--- src/rtl/sync_ram_pkg.sv ---
// Shared types and constants for the sync_ram memory block.
// Both the top-level FSM and the storage core import this package.
package sync_ram_pkg;

  typedef enum logic {
    CLEAR,
    IDLE
  } ram_state_t;

  localparam int READ_FIRST  = 0;
  localparam int WRITE_FIRST = 1;

endpackage

--- src/rtl/sync_ram_core.sv ---
// Storage array with one synchronous write port and one registered read port.
// The READ_MODE bypass selects old or new data for a same-address read/write.
module ram_core
  import sync_ram_pkg::*;
#(
  parameter int WORD      = 1,
  parameter int SIZE_LOG  = 8,
  parameter int READ_MODE = READ_FIRST
) (
  input  logic                clk,
  input  logic                reset,
  input  logic                we,
  input  logic [SIZE_LOG-1:0] waddr,
  input  logic [WORD-1:0]     wdata,
  input  logic                re,
  input  logic [SIZE_LOG-1:0] raddr,
  output logic [WORD-1:0]     rdata
);

  localparam int SIZE = 2 ** SIZE_LOG;

  logic [WORD-1:0] mem [SIZE];
  logic            bypass;

  assign bypass = (READ_MODE == WRITE_FIRST) && we && (waddr == raddr);

  // NOTE: the array has no reset; zeroing is done by the sweep so it maps to RAM.
  always_ff @(posedge clk) begin
    if (we) mem[waddr] <= wdata;
  end

  // Read-first falls out of the non-blocking update: mem[raddr] is still the old word.
  always_ff @(posedge clk) begin
    if (reset)   rdata <= '0;
    else if (re) rdata <= bypass ? wdata : mem[raddr];
  end

endmodule

--- src/rtl/sync_ram.sv ---
// Synchronous RAM with registered read, valid strobe and a hardware clear sweep.
// The FSM owns the write port during CLEAR and blocks user access while busy.
module sync_ram
  import sync_ram_pkg::*;
#(
  parameter int WORD      = 1,
  parameter int SIZE_LOG  = 8,
  parameter int READ_MODE = READ_FIRST
) (
  input  logic                clk,
  input  logic                reset,
  input  logic                clear,
  input  logic                read,
  input  logic                write,
  input  logic [SIZE_LOG-1:0] address,
  input  logic [WORD-1:0]     data_in,
  output logic [WORD-1:0]     data_out,
  output logic                data_valid,
  output logic                busy
);

  localparam int SIZE = 2 ** SIZE_LOG;

  ram_state_t          state;
  logic [SIZE_LOG-1:0] ptr;
  logic                mem_we;
  logic                mem_re;
  logic [SIZE_LOG-1:0] mem_waddr;
  logic [WORD-1:0]     mem_wdata;

  assign busy = (state == CLEAR);

  // NOTE: every always_comb output gets a default first so no latch is inferred.
  always_comb begin
    mem_we    = 1'b0;
    mem_re    = 1'b0;
    mem_waddr = address;
    mem_wdata = data_in;
    if (!reset) begin
      if (busy) begin
        mem_we    = 1'b1;
        mem_waddr = ptr;
        mem_wdata = '0;
      end else begin
        mem_we = write;
        mem_re = read;
      end
    end
  end

  // NOTE: sequential state uses non-blocking assignments only.
  always_ff @(posedge clk) begin
    if (reset) begin
      state      <= CLEAR;
      ptr        <= '0;
      data_valid <= 1'b0;
    end else begin
      case (state)
        CLEAR: begin
          data_valid <= 1'b0;
          ptr        <= ptr + 1'b1;
          if (ptr == {SIZE_LOG{1'b1}}) state <= IDLE;
        end
        IDLE: begin
          data_valid <= read;
          if (clear) begin
            state <= CLEAR;
            ptr   <= '0;
          end
        end
        default: state <= CLEAR;
      endcase
    end
  end

  ram_core #(
    .WORD      (WORD),
    .SIZE_LOG  (SIZE_LOG),
    .READ_MODE (READ_MODE)
  ) u_core (
    .clk   (clk),
    .reset (reset),
    .we    (mem_we),
    .waddr (mem_waddr),
    .wdata (mem_wdata),
    .re    (mem_re),
    .raddr (address),
    .rdata (data_out)
  );

  // SIZE is kept for readers of the sweep length; the terminal test is ptr=='1.
  logic unused_size;
  assign unused_size = (SIZE > 0);

endmodule

--- config.mk ---
export PLATFORM = sky130hd
export DESIGN_NAME = sync_ram
export DESIGN_NICKNAME = d
export VERILOG_FILES = /design/src/rtl/sync_ram_pkg.sv /design/src/rtl/sync_ram_core.sv /design/src/rtl/sync_ram.sv
export SDC_FILE = /design/constraint.sdc
export NUM_CORES = 1
export LEC_CHECK = 0
export ABC_CLOCK_PERIOD_IN_PS = 6400
export CAP_MARGIN = 20
export CORE_UTILIZATION = 50
export DETAILED_ROUTE_END_ITERATION = 6
export PLACE_DENSITY_LB_ADDON = 0.3
export SYNTH_ARGS = -nofsm -noshare
export SYNTH_HDL_FRONTEND = slang
export SYNTH_SLANG_ARGS = --single-unit
--- constraint.sdc ---
create_clock -name clk -period 6.4 [get_ports clk]
set_input_delay 0.64 -clock clk [delete_from_list [all_inputs] [get_ports clk]]
set_output_delay 0.64 -clock clk [all_outputs]
set_load 0.05 [all_outputs]
Word level (Yosys, flattened, before mapping)
Memories as Yosys holds them, arrays and structs flattened. A register that Yosys moved wholly into a read port is not among the register bits.
Cells that the tools add are included.
{"block": "word_totals", "ramBits": 256, "reg_bits": 10, "n_memories": 1, "romBits": 0, "wordCells": 24, "latch_bits": 0}
{"block": "op_classes", "shift": 0, "div_mod_pow": 0, "bitwise_logic": 1, "mul": 0, "mux": 16, "n_eq_ne": 2, "order_cmp": 0, "n_addsub": 1, "n_reduce_logical": 0}
{"memory": "u_core.mem", "depth": 256, "width": 1, "rd": 1, "rd_clocked_by_memory_dff": 1, "wr": 1, "line_no": "sync_ram_core.sv:22", "rtl": "logic [WORD-1:0] mem [SIZE];"}
{"cell": "$mux W8", "n": 3}
{"cell": "$pmux W8 S2", "n": 1}
{"cell": "$mux W1", "n": 10}
{"cell": "$add A8 B1 Y8 const B", "n": 1}
{"cell": "$eq A8 B8 Y1 const B", "n": 1}
{"cell": "$pmux W1 S2", "n": 2}
{"cell": "$ne A2 B2 Y1 const B", "n": 1}
{"cell": "$not A1 Y1", "n": 1}

Depth between registers and ports, before layout
Gate-level depths: netlist (run 1).
{"block": "depth", "ltp_word": 4, "ltp_mapped": 11, "mapped_depth_nobuf": 7}

By module
A second synthesis (run 1) with hierarchy kept.
{"block": "unflattened", "cells_unflattened": 862, "area_unflattened_um2": 11845.1}
{"mod": "ram_core", "instances": 1, "seq_area_each_um2": 7707.4, "cells_each": 798, "area_per_inst_um2": 11273.3}
{"mod": "sync_ram", "instances": 1, "seq_area_each_um2": 200.2, "cells_each": 64, "area_per_inst_um2": 571.8}

Worst setup path before layout (run 1)
OpenSTA, ideal clock, no wires.
{"block": "synth_timing", "path_type": "in2reg", "from": "input reset", "to": "memory u_core.mem[0] (data pin)", "t_arrival_ns": 4.347, "setup_time_ns": 0.866, "path_stages": 3, "path_slack_ns": 1.186, "required_ns": 5.534, "path_cell_list": "or2_2 > clkbuf_1 > and2_1"}
{"block": "synth_between", "elab_chain_len": 1}
{"item": "start, declared", "line_no": "sync_ram.sv:11", "rtl": "input logic reset,"}
{"item": "$mux W1", "line_no": "sync_ram.sv:39", "rtl": "if (!reset) begin"}
{"item": "via mem_wdata", "line_no": "sync_ram.sv:29", "rtl": "logic [WORD-1:0] mem_wdata;"}
{"item": "end, declared", "line_no": "sync_ram_core.sv:22"}
The timed path passes the listed nets, and every way through them passes these cells.

Worst setup path after layout (run 1)
{"block": "layout_timing", "from": "input address[0]", "to": "memory u_core.mem[115], enable pin"}
{"block": "layout_between", "elab_chain_len": 2}
{"item": "start, declared", "line_no": "sync_ram.sv:15", "rtl": "input logic [SIZE_LOG-1:0] address,"}
{"item": "$mux W8", "line_no": "sync_ram.sv:40", "rtl": "if (busy) begin"}
{"item": "$mux W8 (*)", "line_no": "sync_ram.sv:39"}
Every way passes the cells marked *; elsewhere a longest branch is shown, timed or not.

==> results.json, run 1 <==
{
  "rsz0062_at_grt": "no",
  "synth_top_cell_by_area": "edfxtp_1",
  "drtIter0Drc": 912,
  "dpl_cell_area_sq_um": 12400,
  "multi_input_area_sq_um": 3760,
  "outcome": "finished, violations left",
  "die_y_um": 157,
  "end_kind": "register",
  "ant_nets": 0,
  "grt_max_degree": 153,
  "fin_util": 0.564,
  "tritoncts": "done",
  "drv_cap": 0,
  "use_met3": 0.0355,
  "start_kind": "input pin",
  "slew_viol_final": 0,
  "syn_inst": 910,
  "tns_ps": 0,
  "min_to": "state",
  "die_w_um": 157,
  "cts_hold_buf": 0,
  "period_minus_slack_ps": 3540,
  "crit_fanout": 55,
  "wire_per_inst_um": 22.6,
  "clk_path_buf_depth": 3,
  "syn_area_per_cell_sq_um": 13.2,
  "clock_latency_ps": 530,
  "finalHoldViolations": 0,
  "busiest_layer": "met2",
  "coreArea_sq_um": 23500,
  "ys_seq_area_frac": 0.657,
  "synth_nets": 925,
  "start_util": 0.511,
  "synth_seq_cells": 267,
  "crit_arrival_ps": 3770,
  "maxSlewHeadroom": 0.315,
  "grtUsageMet2": 0.397,
  "layout_common_cells": "275 x nor2_1, 256 x edfxtp_1, 57 x nand2_1",
  "synth_flop_cell": "edfxtp_1",
  "irDropWorstVdd_mv": 0.180,
  "p_per_area_nw_per_um2": 285,
  "pin_count": 17,
  "dp_hpwl_um": 17000,
  "synth_cell_types": 51,
  "syn_to_final_growth_pct": 10.4,
  "routabilityCongestion": 0.856,
  "period_share": 0.554,
  "grt_pass1_wl_um": 43200,
  "yosysTopAreaCellShare": 0.639,
  "grt-ovfl-total": 0,
  "synthArstFlopShare": 0,
  "required_ps": 6630,
  "clk_pin_slew_ps": 60,
  "r2r_slack_ps": 3240,
  "reg2reg_depth": 5,
  "antenna_found_initial": 0,
  "r2r-end": "u_core.mem[226]",
  "tightest_slew_ps": 1030,
  "antenna_cells": 0,
  "grtUsageMet1": 0.319,
  "final_area_sq_um": 13300,
  "max_freq_mhz": 282,
  "cellLeakagePower_nw": 4.05,
  "criticalPathCategory": "input pin to register",
  "finalWirelength_um": 28000,
  "setup_viol": 0,
  "root_buffer": "clkbuf_16",
  "first_pass_iters": 7,
  "holdPathStages": 2,
  "final.fill_count": 1932,
  "timing.rr.start": "state",
  "yosysWarnings": 0,
  "ctsResizeCount": 0,
  "min_path_type": "register to register",
  "drc": 1,
  "synth_area_sq_um": 12000,
  "synth-edff-count": 256,
  "fin_skew_ps": 6.75,
  "portBuffers": 16,
  "hp-start": "ptr[7]",
  "final_common_cell": "nor2_1",
  "grt_pass1_vias": 7423,
  "regArea_sq_um": 7910,
  "cts_made_buffers": 27,
  "htree_num_levels": 1,
  "failed_checks": "DRC",
  "fp-row-count": 56,
  "post-cts-setup-buffers": 0,
  "drive_gt1_frac": 0.126,
  "grt_use_total": 0.236,
  "die_area_sq_um": 24700,
  "synthTopCellsByArea": "edfxtp_1 64%, mux4_2 8.8%, nor2_1 8.6%",
  "cts_num_sinks": 267,
  "nNetsFinal": 915,
  "vias_per_cell": 6.09,
  "vias": 7542
}
[logic make-up (layout without fill, tap and decap cells)]
family / after synthesis / in the layout / synth area share
buffers and inverters: 74 / 84 / 0.0301
AO/OA/AOI/OAI: 76 / 76 / 0.0440
flip-flops: 267 / 267 / 0.657
multiplexers: 83 / 83 / 0.125
adder cells (fa/ha/maj): 1 / 1 / 0.00104
AND/OR/NAND/NOR: 409 / 409 / 0.142
[cell type report]
type / count / share of cell area
Clock buffer: 33 / 0.0548
Clock inverter: 16 / 0.0150
Inverter: 7 / 0.00198
Multi-Input combinational cell: 569 / 0.283
Sequential cell: 267 / 0.596
Tap cell: 319 / 0.0301
Timing Repair Buffer: 28 / 0.0192
[synthesized netlist by cell type, drive strengths merged, types with 3 or more instances]
master and number:
edfxtp 256, nand2b 5, nor3b 6, dfxtp 11, inv 7, o221ai 8
o31ai 8, a21oi 14, nand3b 7, nand2 57, mux4 52, and2 4
a211oi 3, a31oi 6, buf 22, nor2 275, nand4 3, a22oi 7
o21ai 13, nand3 32, mux2 5, clkbuf 45, mux2i 26, nor4 5
or3 4, o22ai 7
[critical path: stages]
cell and delay, ps:
buf_4 750, buf_4 510, nand2_1 100, o21ai_1 530, nand3_1 810, nor2_1 350
[state kept, by name (all words and copies together), names as in the netlist]
signal	flops
u_core.mem	256
ptr	8
data_valid	1
state	1
u_core.rdata	1
[power by group]
group / switching, mW / total (mW) / internal [mW]
clock: 0.644 / 1.65 / 1.00
sequential: 0.00417 / 1.92 / 1.92
combinational: 0.143 / 0.213 / 0.0697
total: 0.791 / 3.78 / 2.99
[per-layer routing]
layer	vias up	routed length [um]
met5	-	0
met1	3784	11100
li1	3349	-
met4	0	684
met2	353	13700
met3	56	2470
[metrics by stage]
stage          power, mW  hold WS (ps)  setup WS (ps)  std cells
6_report            3.78           565           2860       1239
5_1_grt             3.88           606           2640       1239
4_1_cts             3.80           567           2870       1239
3_5_place_dp        2.17           564           2300       1190
3_3_place_gp        2.17           553           2380       1190
2_1_floorplan       2.11           490           1190        910
[worst max path at each step]
stage | startpoint | end | slack (ps)
after detailed placement | address[0] | u_core.mem[115] | 2300
final | address[0] | u_core.mem[115] | 2860
after global routing | address[0] | u_core.mem[3] | 2640
after global placement | address[0] | u_core.mem[35] | 2380
after floorplan | reset | u_core.mem[0] | 1190
after CTS | address[0] | u_core.mem[115] | 2870
Power figures use the tool's default switching activity.
==> run 2: changes to the inputs <==
--- a/config.mk
+++ b/config.mk
@@ -5,7 +5,7 @@
 export SDC_FILE = /design/constraint.sdc
 export NUM_CORES = 1
 export LEC_CHECK = 0
-export ABC_CLOCK_PERIOD_IN_PS = 6400
+export ABC_CLOCK_PERIOD_IN_PS = 3400
 export CAP_MARGIN = 20
 export CORE_UTILIZATION = 50
 export DETAILED_ROUTE_END_ITERATION = 6
==> constraint.sdc (replaced) <==
create_clock -name clk -period 3.4 [get_ports clk]
set_input_delay 0.34 -clock clk [delete_from_list [all_inputs] [get_ports clk]]
set_output_delay 0.34 -clock clk [all_outputs]
set_load 0.05 [all_outputs]
==> run 2 against run 1 <==
Against the previous run:
- the run now ends clean
- clock skew increased by 21 ps
- critical path depth is 2 lower
- clock power rose by 79%
- via count rose by 2.3%
- sequential share of layout area shrank 1.2 points
- register-to-register slack worse by 2800 ps
- combinational power up 100%
- clock-buffer cell count shrank 2
- power up 85%
- largest cell class unchanged
- largest power group unchanged
==> results.json, run 2 (synthesized netlist as in run 1, its figures left out) <==
{
  "die_area_sq_um": 24700,
  "antenna_found_initial": 0,
  "setup_viol": 0,
  "timing.rr.start": "state",
  "die_y_um": 157,
  "ant_nets": 0,
  "syn_to_final_growth_pct": 12.7,
  "slew_viol_final": 0,
  "tns_ps": 0,
  "maxSlewHeadroom": 0.439,
  "start_util": 0.511,
  "finalPower_mw": 7.00,
  "clk_path_buf_depth": 3,
  "end_kind": "register",
  "start_kind": "register",
  "grt_max_degree": 130,
  "max_freq_mhz": 344,
  "crit_fanout": 16,
  "grt_use_total": 0.238,
  "nNetsFinal": 952,
  "finalHoldViolations": 0,
  "top_regs": "u_core.mem: 256 flops, ptr: 8 flops",
  "period_share": 0.856,
  "die_w_um": 157,
  "required_ps": 3630,
  "place_ws_ps": 248,
  "p_per_area_nw_per_um2": 516,
  "ctsResizeCount": 0,
  "period_minus_slack_ps": 2910,
  "cpPeakStageDelay_ps": 690,
  "tritoncts": "done",
  "vias": 7712,
  "antenna_cells": 0,
  "drive_gt1_frac": 0.157,
  "root_buffer": "clkbuf_16",
  "cts_hold_buf": 0,
  "cellLeakagePower_nw": 4.20,
  "portBuffers": 16,
  "crit_arrival_ps": 3140,
  "min_to": "ptr[1]",
  "finalWirelength_um": 28500,
  "dp_hpwl_um": 17800,
  "largest_reg_flops": 256,
  "tightest_slew_ps": 835,
  "fin_skew_ps": 28.2,
  "fp-row-count": 56,
  "final_area_sq_um": 13600,
  "reg2reg_depth": 4,
  "r2r-end": "u_core.mem[194]",
  "final_common_cell": "nor2_1",
  "grt_pass1_vias": 7469,
  "r2r_slack_ps": 490,
  "layout_common_cells": "275 x nor2_1, 256 x edfxtp_1, 57 x nand2_1",
  "criticalPathCategory": "register to register",
  "htree_num_levels": 1,
  "rsz0062_at_grt": "no",
  "pin_count": 17,
  "top_register": "u_core.mem",
  "drtIter0Drc": 1040,
  "grt-ovfl-total": 0,
  "holdPathStages": 4,
  "routabilityCongestion": 0.860,
  "cpLargestDelayFamily": "simple AND/OR/NAND/NOR gates",
  "vias_per_cell": 6.04,
  "cts_num_sinks": 267,
  "irDropWorstVdd_mv": 0.325,
  "hp-start": "clear",
  "dpl_cell_area_sq_um": 12700,
  "critPathBufInv": 0,
  "cts_made_buffers": 27,
  "fin_ws_ps": 489,
  "drv_cap": 0,
  "timing.critical_path.cells": "or2_2 > o31ai_1 > nand3_1 > nor2_1",
  "clk_pin_slew_ps": 60,
  "crit_path_top_delay_cell": "o31ai_1",
  "coreArea_sq_um": 23500,
  "clock_latency_ps": 540,
  "first_pass_iters": 7,
  "drc": 0,
  "post-cts-setup-buffers": 0,
  "grt_pass1_wl_um": 43700,
  "wire_per_inst_um": 22.3,
  "outcome": "complete, no violations",
  "min_path_type": "input pin to register"
}
-- run 2: metal layers --
metal  wire [um]  track usage  vias up  part of all wire
li1            -            -     3425                 -
met1       11700        0.331     3883              0.41
met2       13700        0.389      332              0.48
met3        2210       0.0300       72             0.078
met4         912       0.0851        0             0.032
met5           0            0        -                 0
-- run 2: worst max-delay path by stage --
stage	to	slack (ps)	depth (start not counted)	from
floorplan	u_core.mem[0]	240	3	state
global placement	u_core.mem[199]	360	5	reset
detailed placement	u_core.mem[194]	250	5	reset
CTS	u_core.mem[194]	520	4	state
global route	u_core.mem[18]	270	5	state
finish	u_core.mem[194]	490	4	state
-- run 2: layout make-up --
cell class,instances,area [sq um]
clock buffer,31,691
clock inverter,18,184
fill,1918,9990
inverter,7,26.3
multi-input combinational,569,3760
sequential,267,7910
tap,319,399
timing repair buffer,65,583
-- run 2: stage by stage --
stage | utilization | std cells | hold slack (ps)
2_1_floorplan | - | 910 | 450
3_3_place_gp | 0.539 | 1227 | 585
3_5_place_dp | 0.539 | 1227 | 588
4_1_cts | 0.576 | 1276 | 514
5_1_grt | 0.576 | 1276 | 547
6_report | 0.576 | 1276 | 517
-- run 2: power breakdown --
| part | switching (mW) | total (mW) | internal, mW | leakage [nW] |
|---|---|---|---|---|
| logic | 0.275 | 0.428 | 0.154 | 1.35 |
| registers | 0.00846 | 3.62 | 3.61 | 2.43 |
| clock network | 1.20 | 2.95 | 1.75 | 0.429 |
-- run 2: tightest hold or removal path, cell delays in order --
cell and delay, ps:
clkdlybuf4s50_1 440, nor2_1 120, a21oi_1 40, nor2_1 70
==> run 3: changes to the inputs <==
--- a/config.mk
+++ b/config.mk
@@ -5,6 +5,7 @@
 export SDC_FILE = /design/constraint.sdc
 export NUM_CORES = 1
 export LEC_CHECK = 0
+export ABC_AREA = 1
 export ABC_CLOCK_PERIOD_IN_PS = 3400
 export CAP_MARGIN = 20
 export CORE_UTILIZATION = 50
==> run 3 against run 2 <==
Against the previous run:
- wire length grew 8.9%
- clock-buffer cell count grew 8
- sequential share of layout area shrank 0.88 points
- first-iteration DRC count shrank 2.3%
- synthesized cell count grew 44%
- register-to-register slack gained 500 ps
- maximum frequency grew 21%
==> results.json, run 3 <==
{
  "clk_pin_slew_ps": 60,
  "final_common_cell": "nand2_1",
  "drc": 0,
  "synth-xor-area-share": 0,
  "ant_nets": 0,
  "coreArea_sq_um": 24400,
  "synth_compound_area_frac": 0.0145,
  "top_regs": "u_core.mem: 256 flops, ptr: 8 flops",
  "layout_common_cells": "303 x nand2_1, 285 x nor2_1, 256 x edfxtp_1",
  "rsz0062_at_grt": "no",
  "outcome": "complete, no violations",
  "min_to": "data_valid",
  "tritoncts": "done",
  "synth_area_sq_um": 12500,
  "finalHoldViolations": 0,
  "antenna_found_initial": 0,
  "crit_path_top_delay_cell": "nand2_1",
  "syn_area_per_cell_sq_um": 9.55,
  "synth_seq_cells": 267,
  "hp-start": "read",
  "first_pass_iters": 5,
  "wl_met3_um": 2170,
  "die_area_sq_um": 25600,
  "tightest_slew_ps": 708,
  "period_share": 0.710,
  "dp_hpwl_um": 18000,
  "irDropWorstVdd_mv": 0.375,
  "pin_count": 17,
  "wire_per_inst_um": 18.9,
  "slew_viol_final": 0,
  "post-cts-setup-buffers": 0,
  "synthAdderAreaFrac": 0.00100,
  "grt_pass1_wl_um": 48400,
  "synth_flop_cell": "edfxtp_1",
  "drive_gt1_frac": 0.0807,
  "ys_seq_area_frac": 0.634,
  "fp-row-count": 57,
  "min_path_type": "input pin to register",
  "ctsResizeCount": 0,
  "p_per_area_nw_per_um2": 509,
  "path_common_cell": "nor2_1",
  "grt-ovfl-total": 0,
  "maxSlewHeadroom": 0.527,
  "grt_max_degree": 130,
  "finalWirelength_um": 31000,
  "top_layer_used": "met5",
  "yosysWarnings": 0,
  "yosys.area_share.simple": 0.300,
  "largest_reg_flops": 256,
  "crit_fanout": 13,
  "criticalPathCategory": "register to register",
  "yosysMostFrequentCell": "nand2_1",
  "synthTopCellsByArea": "edfxtp_1 62%, nand3_1 10%, nand2_1 9.1%",
  "synth-edff-count": 256,
  "start_util": 0.511,
  "tns_ps": 0,
  "start_kind": "register",
  "drv_cap": 0,
  "vias_per_cell": 5.60,
  "setup_viol": 0,
  "cts_num_sinks": 267,
  "antenna_cells": 0,
  "nNetsFinal": 1309,
  "vias": 9171,
  "grt_use_total": 0.245,
  "reg2reg_depth": 9,
  "die_y_um": 160,
  "top_register": "u_core.mem",
  "wl_met2_um": 14900,
  "required_ps": 3640,
  "root_buffer": "clkbuf_16",
  "r2r_slack_ps": 990,
  "grt_pass1_vias": 8820,
  "whs_ps": 419,
  "die_w_um": 160,
  "cts_hold_buf": 0,
  "synth_nets": 1321,
  "cellLeakagePower_nw": 4.75,
  "timing.rr.start": "state",
  "clk_path_buf_depth": 3,
  "finalPower_mw": 7.00,
  "routabilityCongestion": 0.905,
  "synth_top_cells_by_count": "303 x nand2_1, 286 x nor2_1, 256 x edfxtp_1",
  "synth_top_family_by_area": "simple AND/OR/NAND/NOR gates",
  "end_kind": "register",
  "clock_latency_ps": 540,
  "r2r-end": "u_core.mem[16]",
  "synthArstFlopShare": 0,
  "syn_to_final_growth_pct": 10.4,
  "drt-met1-wl_um": 12800,
  "synth_top_cell_by_area": "edfxtp_1",
  "portBuffers": 16,
  "htree_num_levels": 1,
  "period_minus_slack_ps": 2410,
  "drtIter0Drc": 1016,
  "synth.area.mux_share": 0,
  "syn_inst": 1306,
  "fin_skew_ps": 16.9,
  "yosysTopAreaCellShare": 0.616,
  "holdPathStages": 3,
  "max_freq_mhz": 414,
  "crit_arrival_ps": 2650,
  "cpPeakStageDelay_ps": 420,
  "synth_cell_types": 29,
  "cts_made_buffers": 27,
  "timing.critical_path.cells": "nor2_4 > nand2_1 > o21ai_0 > inv_1 > nor2_1 > inv_1 > nor2_1 > nand2_1 > nor2_1"
}
-- run 3: worst max-delay path by stage --
stage	depth (start not counted)	start	endpoint
finish	9	state	u_core.mem[16]
global route	8	state	u_core.mem[224]
CTS	9	state	u_core.mem[16]
detailed placement	10	reset	u_core.mem[16]
global placement	10	reset	u_core.mem[24]
floorplan	3	state	u_core.mem[0]
-- run 3: area by class of cell --
type,instances,area (sq um)
Clock buffer,39,741
Clock inverter,10,97.6
Fill cell,2139,10600
Inverter,56,215
Multi-Input combinational cell,897,3940
Sequential cell,267,7910
Tap cell,324,405
Timing Repair Buffer,45,458
-- run 3: through the flow --
| step | instance area (sq um) | std cells | setup slack [ps] | util |
|---|---|---|---|---|
| after floorplan | 12500 | 1306 | 49.6 | - |
| after global placement | 12900 | 1589 | 588 | 0.530 |
| after detailed placement | 12900 | 1589 | 476 | 0.530 |
| after CTS | 13800 | 1638 | 987 | 0.564 |
| after global routing | 13800 | 1638 | 689 | 0.564 |
| final | 13800 | 1638 | 986 | 0.564 |
-- run 3: cell families (layout without fill, tap and decap cells) --
group	Yosys count	count (layout)
buf+inv	142	150
fa+ha+maj	1	1
compound gates	24	24
flops	267	267
simple gates	872	872
-- run 3: power by group --
group	total (mW)	internal (mW)	leakage (nW)	switching [mW]
Clock	2.85	1.66	0.407	1.19
Combinational	0.537	0.141	1.91	0.396
Sequential	3.61	3.61	2.43	0.00301
Total	7.00	5.41	4.75	1.59
-- run 3: worst max-delay path: cells and delay by family (launching register included) --
kind	cells	cell delay, ps
buffers and inverters	2	180
AND/OR/NAND/NOR	6	1400
flip-flops	1	400
AO/OA/AOI/OAI	1	150
-- run 3: per-layer routing --
layer | up-vias | global-route usage
met5 | - | 0.0133
met4 | 2 | 0.0918
met3 | 75 | 0.0325
met2 | 346 | 0.412
met1 | 4406 | 0.323
li1 | 4342 | -
